### config.mk
export PLATFORM = sky130hd
export DESIGN_NAME = regfile_param
export DESIGN_NICKNAME = d
export VERILOG_FILES = /design/src/rtl/regfile_param.sv
export SDC_FILE = /design/constraint.sdc
export NUM_CORES = 1
export LEC_CHECK = 0
export CAP_MARGIN = 20
export CORE_ASPECT_RATIO = 2
export CORE_UTILIZATION = 60
export CTS_BUF_LIST = sky130_fd_sc_hd__clkbuf_16
export DETAILED_ROUTE_END_ITERATION = 6
export PLACE_DENSITY_LB_ADDON = 0.12
export SLEW_MARGIN = 20
export SYNTH_ARGS = -nofsm -noshare
export SYNTH_HDL_FRONTEND = slang
export SYNTH_SLANG_ARGS = --single-unit
export TNS_END_PERCENT = 50
### constraint.sdc
create_clock -name clk -period 4.7 [get_ports clk]
set_input_delay 0.705 -clock clk [delete_from_list [all_inputs] [get_ports clk]]
set_output_delay 0.705 -clock clk [all_outputs]
set_load 0.01 [all_outputs]
### src/rtl/regfile_param.sv
// Parametrised register file (DEPTH x DATA_W, NUM_RD combinational read ports) with a hardware clear sweep.
// Optional macro REGFILE_BYPASS_EN forwards the WB write data to matching read ports in the same cycle.
module regfile_param #(
  parameter int DATA_W = 32,
  parameter int ADDR_W = 5,
  parameter int NUM_RD = 2
) (
  input  logic                       clk,
  input  logic                       rst_n,
  input  logic                       clr_req,
  input  logic                       regWrite,
  input  logic [ADDR_W-1:0]          writeReg,
  input  logic [DATA_W-1:0]          writeData,
  input  logic [NUM_RD*ADDR_W-1:0]   readReg,
  output logic [NUM_RD*DATA_W-1:0]   readData,
  output logic                       busy
);

  localparam int DEPTH = 2 ** ADDR_W;

  typedef enum logic {CLEAR = 1'b0, READY = 1'b1} state_e;

  state_e              state_q, state_d;
  logic [ADDR_W-1:0]   clr_idx_q, clr_idx_d;
  logic [DATA_W-1:0]   mem_q [DEPTH];

  logic                mem_we;
  logic [ADDR_W-1:0]   mem_waddr;
  logic [DATA_W-1:0]   mem_wdata;

  always_ff @(posedge clk) begin
    if (!rst_n) begin
      state_q   <= CLEAR;
      clr_idx_q <= '0;
    end else begin
      state_q   <= state_d;
      clr_idx_q <= clr_idx_d;
    end
  end

  // Array has no reset; mem_we is already gated by rst_n so a held reset leaves it untouched.
  always_ff @(posedge clk) begin
    if (mem_we) mem_q[mem_waddr] <= mem_wdata;
  end

  always_comb begin
    state_d   = state_q;
    clr_idx_d = clr_idx_q;
    unique case (state_q)
      CLEAR: begin
        if (clr_req) begin
          clr_idx_d = '0;
        end else begin
          clr_idx_d = clr_idx_q + 1'b1;
          if (&clr_idx_q) state_d = READY;
        end
      end
      READY: begin
        if (clr_req) begin
          state_d   = CLEAR;
          clr_idx_d = '0;
        end
      end
      default: begin
        state_d   = CLEAR;
        clr_idx_d = '0;
      end
    endcase
  end

  always_comb begin
    busy      = !rst_n || (state_q == CLEAR);
    mem_we    = 1'b0;
    mem_waddr = writeReg;
    mem_wdata = writeData;
    if (rst_n) begin
      if (state_q == CLEAR) begin
        mem_we    = 1'b1;
        mem_waddr = clr_idx_q;
        mem_wdata = '0;
      end else if (!clr_req && regWrite && (writeReg != '0)) begin
        mem_we = 1'b1;
      end
    end
  end

  for (genvar g = 0; g < NUM_RD; g++) begin : g_rd
    logic [ADDR_W-1:0] raddr;
    logic [DATA_W-1:0] rdata;

    assign raddr = readReg[g*ADDR_W +: ADDR_W];

    always_comb begin
      rdata = '0;
      if (!busy && (raddr != '0)) begin
        rdata = mem_q[raddr];
`ifdef REGFILE_BYPASS_EN
        if (regWrite && (writeReg != '0) && (writeReg == raddr)) rdata = writeData;
`endif
      end
    end

    assign readData[g*DATA_W +: DATA_W] = rdata;
  end

endmodule
==> impl_results.md, run 1 <==
* Grt ovf at 0
* Synthesized instance count at a little over 3k
* Vias in the first global route at approximately 33k
* Die area at 83,400 sq um
* Row Count at roughly 150
* Initial DRT Pass Iterations at 7
* Core ar. at 81,300 sq um
* Status: finished with violations
* Critical Path Fanout Max at 12
* Crit. End Element: output port
* H-tree depth at 3
* Wirelength, routed at roughly 160,000 um
* Gr usage total at about two fifths
* Crit start category: input port
* CP Class: input port to output port
* Design area at 55,300 sq um
* Post-CTS Setup Bufs at 0
* TNS Setup at 0 ns
* CTS max path bufs at 3
* Static leakage at 19.7 nW
* Period minus WS final at ~4.4 ns
* Critical path buffer and inverter count at 4
* Inserted Clock Buffers at between 80 and 90
* Number of remaining DRC errors at 2
* CTS tree: built
* Sequential element share of the synthesized area at between 60% and 70%
* Area of the multi-input gates at approximately 17,000 sq um
* Worst skew pair latency at 0.69 ns
* Final cell count without fillers at around 4.3k
* Slew margin rel. at ~26%
* Clock sinks at between 1k and 1.5k
* Dpl cells at approximately 4.2k
* Max_cap viols at 0
* Synth top area share at between 60% and 70%
* PwrDens at around 340 nW/um^2
* Core Util, Final at slightly below 70%
* Worst vdd ir at just over 0.3 mV
* Synth area leaders: edfxtp_1 62%, mux2i_1 16%, a22oi_1 5.8%, mux4_1 4.8%, nand3_1 2.0%
* Final GP Congestion at approximately 0.96
* Async S/R FF share, synth at 0%
* Synth Register Bits at slightly above 1k
* Violated checks: design-rule violations
* Post-Syn Area per Cell at approximately 16 sq um
* Unrepaired setup endpoints after global routing: false
* Clk slew on worst S/H paths at roughly 0.060 ns
* Total power at 0.0186 W
* Area Growth Syn to Fin at 12.1%
* CTS resizes at 0
* IO Port Bufs at 115
* Required time of the critical path at roughly 4.0 ns
* Final worst-path cycle share at a little over nine tenths
* Vias/cell at roughly 7.4
* Fin. max-slew vios at 0
* DR vias at between 30k and 40k
* Critical path arrival at 3.72 ns
* Routed wire per std cell at 37.7 um
* Register area at roughly 31,000 sq um
* Routed Antenna Nets at 0
* Detail Placement HPWL at just over 100,000 um
* Nets@finish at 3,256
* First-pass GRT wire length at around 230,000 um
* R2r setup slk at between 1 and 1.5 ns
* CTS root buf: clkbuf_16
* Unique masters post-synth at 46
* Slowest stage delay, CP at 0.74 ns
* Synth warn at 0
* Fillers at approximately 5.4k
* CP Cell Sequence: clkdlybuf4s50_1 > and4_2 > buf_4 > nand3_1 > nand4_1 > buf_4 > clkdlybuf4s50_1
* Area after DPL at 52,600 sq um
* Largest net degree at the start of global routing at 84
* Die W at 205 um
* Top Family by Delay on Critical Path: buffers and inverters
* Top FF cell, synth: edfxtp_1
* Final Hold Vio Count at 0
* Share of post-route cells with drive strength above 1 at 13.7%
* Drt first-iter violations at between 3k and 4k
* Number of flops mapped to enable cells by yosys at 1,024
* Setup Skew at about 0.015 ns
* Worst slew pin tran at approximately 1.1 ns
* Hold/Removal Path Class: register to register
* Initial antenna violation count at 8
* Num ports at about 120
* Leading area contributor after synthesis: edfxtp_1
* Synth Net Count at 3,133
* Setup violators final at 0
* Most common cell in the synthesized netlist: edfxtp_1
* Synthesized cell area at roughly 49,000 sq um
* Die height at 407 um
* Post-CTS Hold Buffers at 0
* FMAX at roughly 230 MHz
* Synth top cells by count: 1,024 x edfxtp_1, 772 x mux2i_1, 384 x a22oi_1
* Starting density of the core at between 60 and 70%
* Critical Path Slowest Stage Cell: clkdlybuf4s50_1
-- path summary, 6_finish.rpt --
check	startpoint	endpoint	depth (start not counted)
setup reg to reg	state_q$_SDFF_PN0_	mem_q[7][15]$_DFFE_PP_	5
setup / recovery	rst_n	readData[44]	7
hold / removal	clr_idx_q[2]$_SDFFE_PN0P_	clr_idx_q[2]$_SDFFE_PN0P_	2
hold reg to reg	clr_idx_q[2]$_SDFFE_PN0P_	clr_idx_q[2]$_SDFFE_PN0P_	2
-- through the flow --
| stage | hold WS [ns] | setup slack [ns] |
|---|---|---|
| global placement | 0.570 | 0.426 |
| global route | 0.627 | 0.278 |
| CTS | 0.582 | 0.410 |
| floorplan | 0.535 | 1.16 |
| detailed placement | 0.572 | 0.419 |
| finish | 0.583 | 0.276 |
-- per-layer routing --
metal / track usage, % / wire length, um / up-vias
li1: - / - / 12900
met1: 43.2 / 50600 / 16100
met2: 64.9 / 80600 / 2216
met3: 8.76 / 15700 / 793
met4: 32.9 / 16000 / 10
met5: 0 / 58 / -
-- placed cells by master, fill, tap and decap left out, types with 3 or more instances in the layout --
cell and instances:
clkinv_2 9, bufinv_16 6, mux4_1 90, nor2_1 8, buf_4 101, nand2_1 75
and2_1 21, dfxtp_1 6, a31o_2 3, nor2_4 36, mux2i_1 772, nor2b_4 6
a22oi_1 384, mux2_2 65, clkdlybuf4s50_1 109, clkinv_1 19, and2_2 13, nand4_1 64
clkbuf_16 87, buf_12 56, edfxtp_1 1024, nand3_1 193, inv_1 28, mux4_2 38
diode_2 4, buf_8 5, nor3b_4 3
-- area by class of cell --
class,count,share of cell area (%)
Sequential cell,1030,55.9
Timing Repair Buffer,274,5.58
Antenna cell,4,0.0181
Multi-Input combinational cell,1807,31.4
Inverter,3,0.0204
Clock buffer,87,3.94
Tap cell,1050,2.38
Clock inverter,63,0.765
-- cell families after synthesis --
group                    Yosys count  share of synthesized area, %
AO/OA/AOI/OAI                    392                          5.99
XOR/XNOR                           3                        0.0533
adder cells (fa/ha/maj)            2                        0.0508
buffers and inverters            243                          2.90
flip-flops                      1030                          62.6
multiplexers                     965                          23.7
AND/OR/NAND/NOR                  445                          4.67
-- power by group --
group	internal (W)	total [W]	leakage (nW)	switching, W
combinational	0.000583	0.00154	8.90	0.000958
clock	0.00367	0.00690	1.36	0.00323
sequential	0.0102	0.0102	9.43	0.0000254
total	0.0144	0.0186	19.7	0.00421
-- worst register-to-register path, stage by stage (launching register included) --
cell	delay, ns
dfxtp_1	0.70
nand2b_2	0.56
a21oi_1	0.15
nand3b_1	0.67
nor2_4	0.78
buf_12	0.33
-- sequential cells by signal, summed over array words and instances, names as in the netlist --
signal / cells
clr_idx_q: 5
mem_q: 1024
state_q: 1
No activity file was read; power rests on OpenSTA's default activity.
==> inputs of run 2 (changes only) <==
Settings changed: CTS_BUF_LIST sky130_fd_sc_hd__clkbuf_16 to not set, GPL_ROUTABILITY_DRIVEN set to 0.
==> impl_results.md, run 2 (synthesis gave the netlist of run 1 again) <==
* Inserted Clock Buffers at 87 (unchanged)
* Slew margin rel. at 25.8% (+0.12 points)
* Pre-CTS WS at 0.488 ns (+0.0688 ns)
* Die height at 407 um (unchanged)
* IO Port Bufs at 115 (unchanged)
* Period minus WS final at 4.36 ns (-0.0666 ns)
* Final worst slack at 0.343 ns (+0.0666 ns)
* Vias/cell at 7.47 (+0.79%)
* TNS Setup at 0 ns (unchanged)
* Core ar. at 81,300 sq um (unchanged)
* Largest register FFs at 1,024 (unchanged)
* Top reg by flops: mem_q
* Vias in the first global route at 33.4k (+0.79%)
* Critical Path Fanout Max at 64 (+52)
* Clock sinks at 1,030 (unchanged)
* CTS root buf: clkbuf_16
* CP Class: input port to output port
* Worst vdd ir at 0.305 mV (-2.0%)
* Number of remaining DRC errors at 0 (-2)
* Hold depth at 2 (unchanged)
* Unrepaired setup endpoints after global routing: false
* Grt ovf at 0 (unchanged)
* Critical path arrival at 3.65 ns (-0.07 ns)
* Most common cell after layout, fill and taps aside: edfxtp_1
* Setup violators final at 0 (unchanged)
* Largest net degree at the start of global routing at 65 (-23%)
* Worst r2r path cells at 5 (unchanged)
* Worst slew pin tran at 1.11 ns (-0.00173 ns)
* First-pass GRT wire length at 230,000 um (+0.48%)
* Post-CTS Setup Bufs at 0 (unchanged)
* Starting density of the core at 60.6% (unchanged)
* Clk slew on worst S/H paths at 0.06 ns (about the same)
* Area after DPL at 52,600 sq um (about the same)
* Commonest cells after routing, fill and taps aside: 1,024 x edfxtp_1, 772 x mux2i_1, 384 x a22oi_1
* CTS resizes at 0 (unchanged)
* Share of post-route cells with drive strength above 1 at 14.3% (+0.55 points)
* Area Growth Syn to Fin at 12.4%
* Status: complete, no violations
* Crit start category: input port
* Initial antenna violation count at 16 (+8)
* Hold/Removal Path Class: register to register
* Static leakage at 19.7 nW (about the same)
* CTS tree: built
* Max_cap viols at 0 (unchanged)
* CTS max path bufs at 3 (unchanged)
* Drt first-iter violations at 3,725 (+4.3%)
* Gr usage total at 39.7% (+0.23 points)
* Design area at 55,400 sq um (+0.26%)
* Worst skew pair latency at 0.70 ns (about the same)
* FMAX at 230 MHz (+1.5%)
* Crit. End Element: output port
* Slowest stage delay, CP at 0.77 ns (+0.03 ns)
* Die W at 205 um (unchanged)
* Wirelength, routed at 163,000 um (+0.30%)
* DR vias at 32.3k (+0.95%)
* Total power at 0.0190 W (+2.2%)
* Largest registers: mem_q x1024, clr_idx_q x5, state_q x1
* Row Count at 148 (unchanged)
* Initial DRT Pass Iterations at 6 (-1)
* Routed wire per std cell at 37.8 um (+0.14%)
* Detail Placement HPWL at 101,000 um (-1.1%)
* Die area at 83,400 sq um (unchanged)
* Routed Antenna Nets at 0 (unchanged)
* Core Util, Final at 68.2% (+0.17 points)
* Setup Skew at 0.0149 ns (-0.0000363 ns)
* Fin. max-slew vios at 0 (unchanged)
* Post-CTS Hold Buffers at 0 (unchanged)
* Nets@finish at 3,256 (unchanged)
* Final worst-path cycle share at 92.7% (-1.4 points)
* CP Cell Sequence: buf_8 > buf_12 > mux2i_1 > a22oi_1 > nand3_1 > nand4_1 > clkdlybuf4s50_1
* Critical Path Slowest Stage Cell: a22oi_1
* Num ports at 116 (unchanged)
* Required time of the critical path at 3.99 ns (about the same)
* Final Hold Vio Count at 0 (unchanged)
* H-tree depth at 3 (unchanged)
* PwrDens at 344 nW/um^2 (+2.0%)
==> run 2: cell count changes in the layout (fill, tap and decap cells not counted), moves of 3 or more <==
| cell | delta |
|---|---|
| buf_12 | -3 |
| buf_4 | +4 |
| clkbuf_1 | +17 |
| clkbuf_16 | +4 |
| clkinv_1 | -6 |
| clkinv_2 | +8 |
| clkinvlp_4 | +3 |
| inv_1 | -25 |
==> run 2: power breakdown <==
part	total, W	internal, W	switching (W)
Sequential	0.0102	0.0102	0.0000250
Combinational	0.00155	0.000582	0.000968
Clock	0.00731	0.00399	0.00333
==> run 2: per-stage QoR <==
stage	instances	hold slack [ns]
5_1_grt	4324	0.626
4_1_cts	4320	0.601
6_report	4325	0.609
3_3_place_gp	4162	0.575
2_1_floorplan	3080	0.535
3_5_place_dp	4163	0.581
==> run 2: metal layers <==
layer	up-vias	GRT usage, %	part of all wire (%)	wire [um]
met4	14	32.5	9.7	15800
met1	16300	44.3	32	51700
met3	815	8.45	9.7	15900
met5	-	0	0.060	98
met2	2277	64.9	49	79900
li1	12900	-	-	-
==> run 2: area by class of cell <==
type                       instances  area [sq um]
antenna                            4          10.0
tap                             1050          1310
clock buffer                     108          2340
timing repair buffer             274          3020
sequential                      1030         30900
clock inverter                    49           464
inverter                           3          11.3
fill                            5366         25900
multi-input combinational       1807         17400
==> run 2: worst paths after layout <==
kind                            slack [ns]                       from                        end
worst max-delay path                  0.34                 readReg[7]               readData[41]
worst max register to register        1.12         state_q$_SDFF_PN0_    mem_q[27][27]$_DFFE_PP_
worst min register to register        0.61  clr_idx_q[2]$_SDFFE_PN0P_  clr_idx_q[2]$_SDFFE_PN0P_
worst min-delay path                  0.61  clr_idx_q[2]$_SDFFE_PN0P_  clr_idx_q[2]$_SDFFE_PN0P_
==> run 2: critical path, delay by kind of cell <==
family,cells,cell delay (ns)
AO/OA/AOI/OAI,1,0.77
AND/OR/NAND/NOR,2,0.40
buffers and inverters,3,1.40
multiplexers,1,0.15
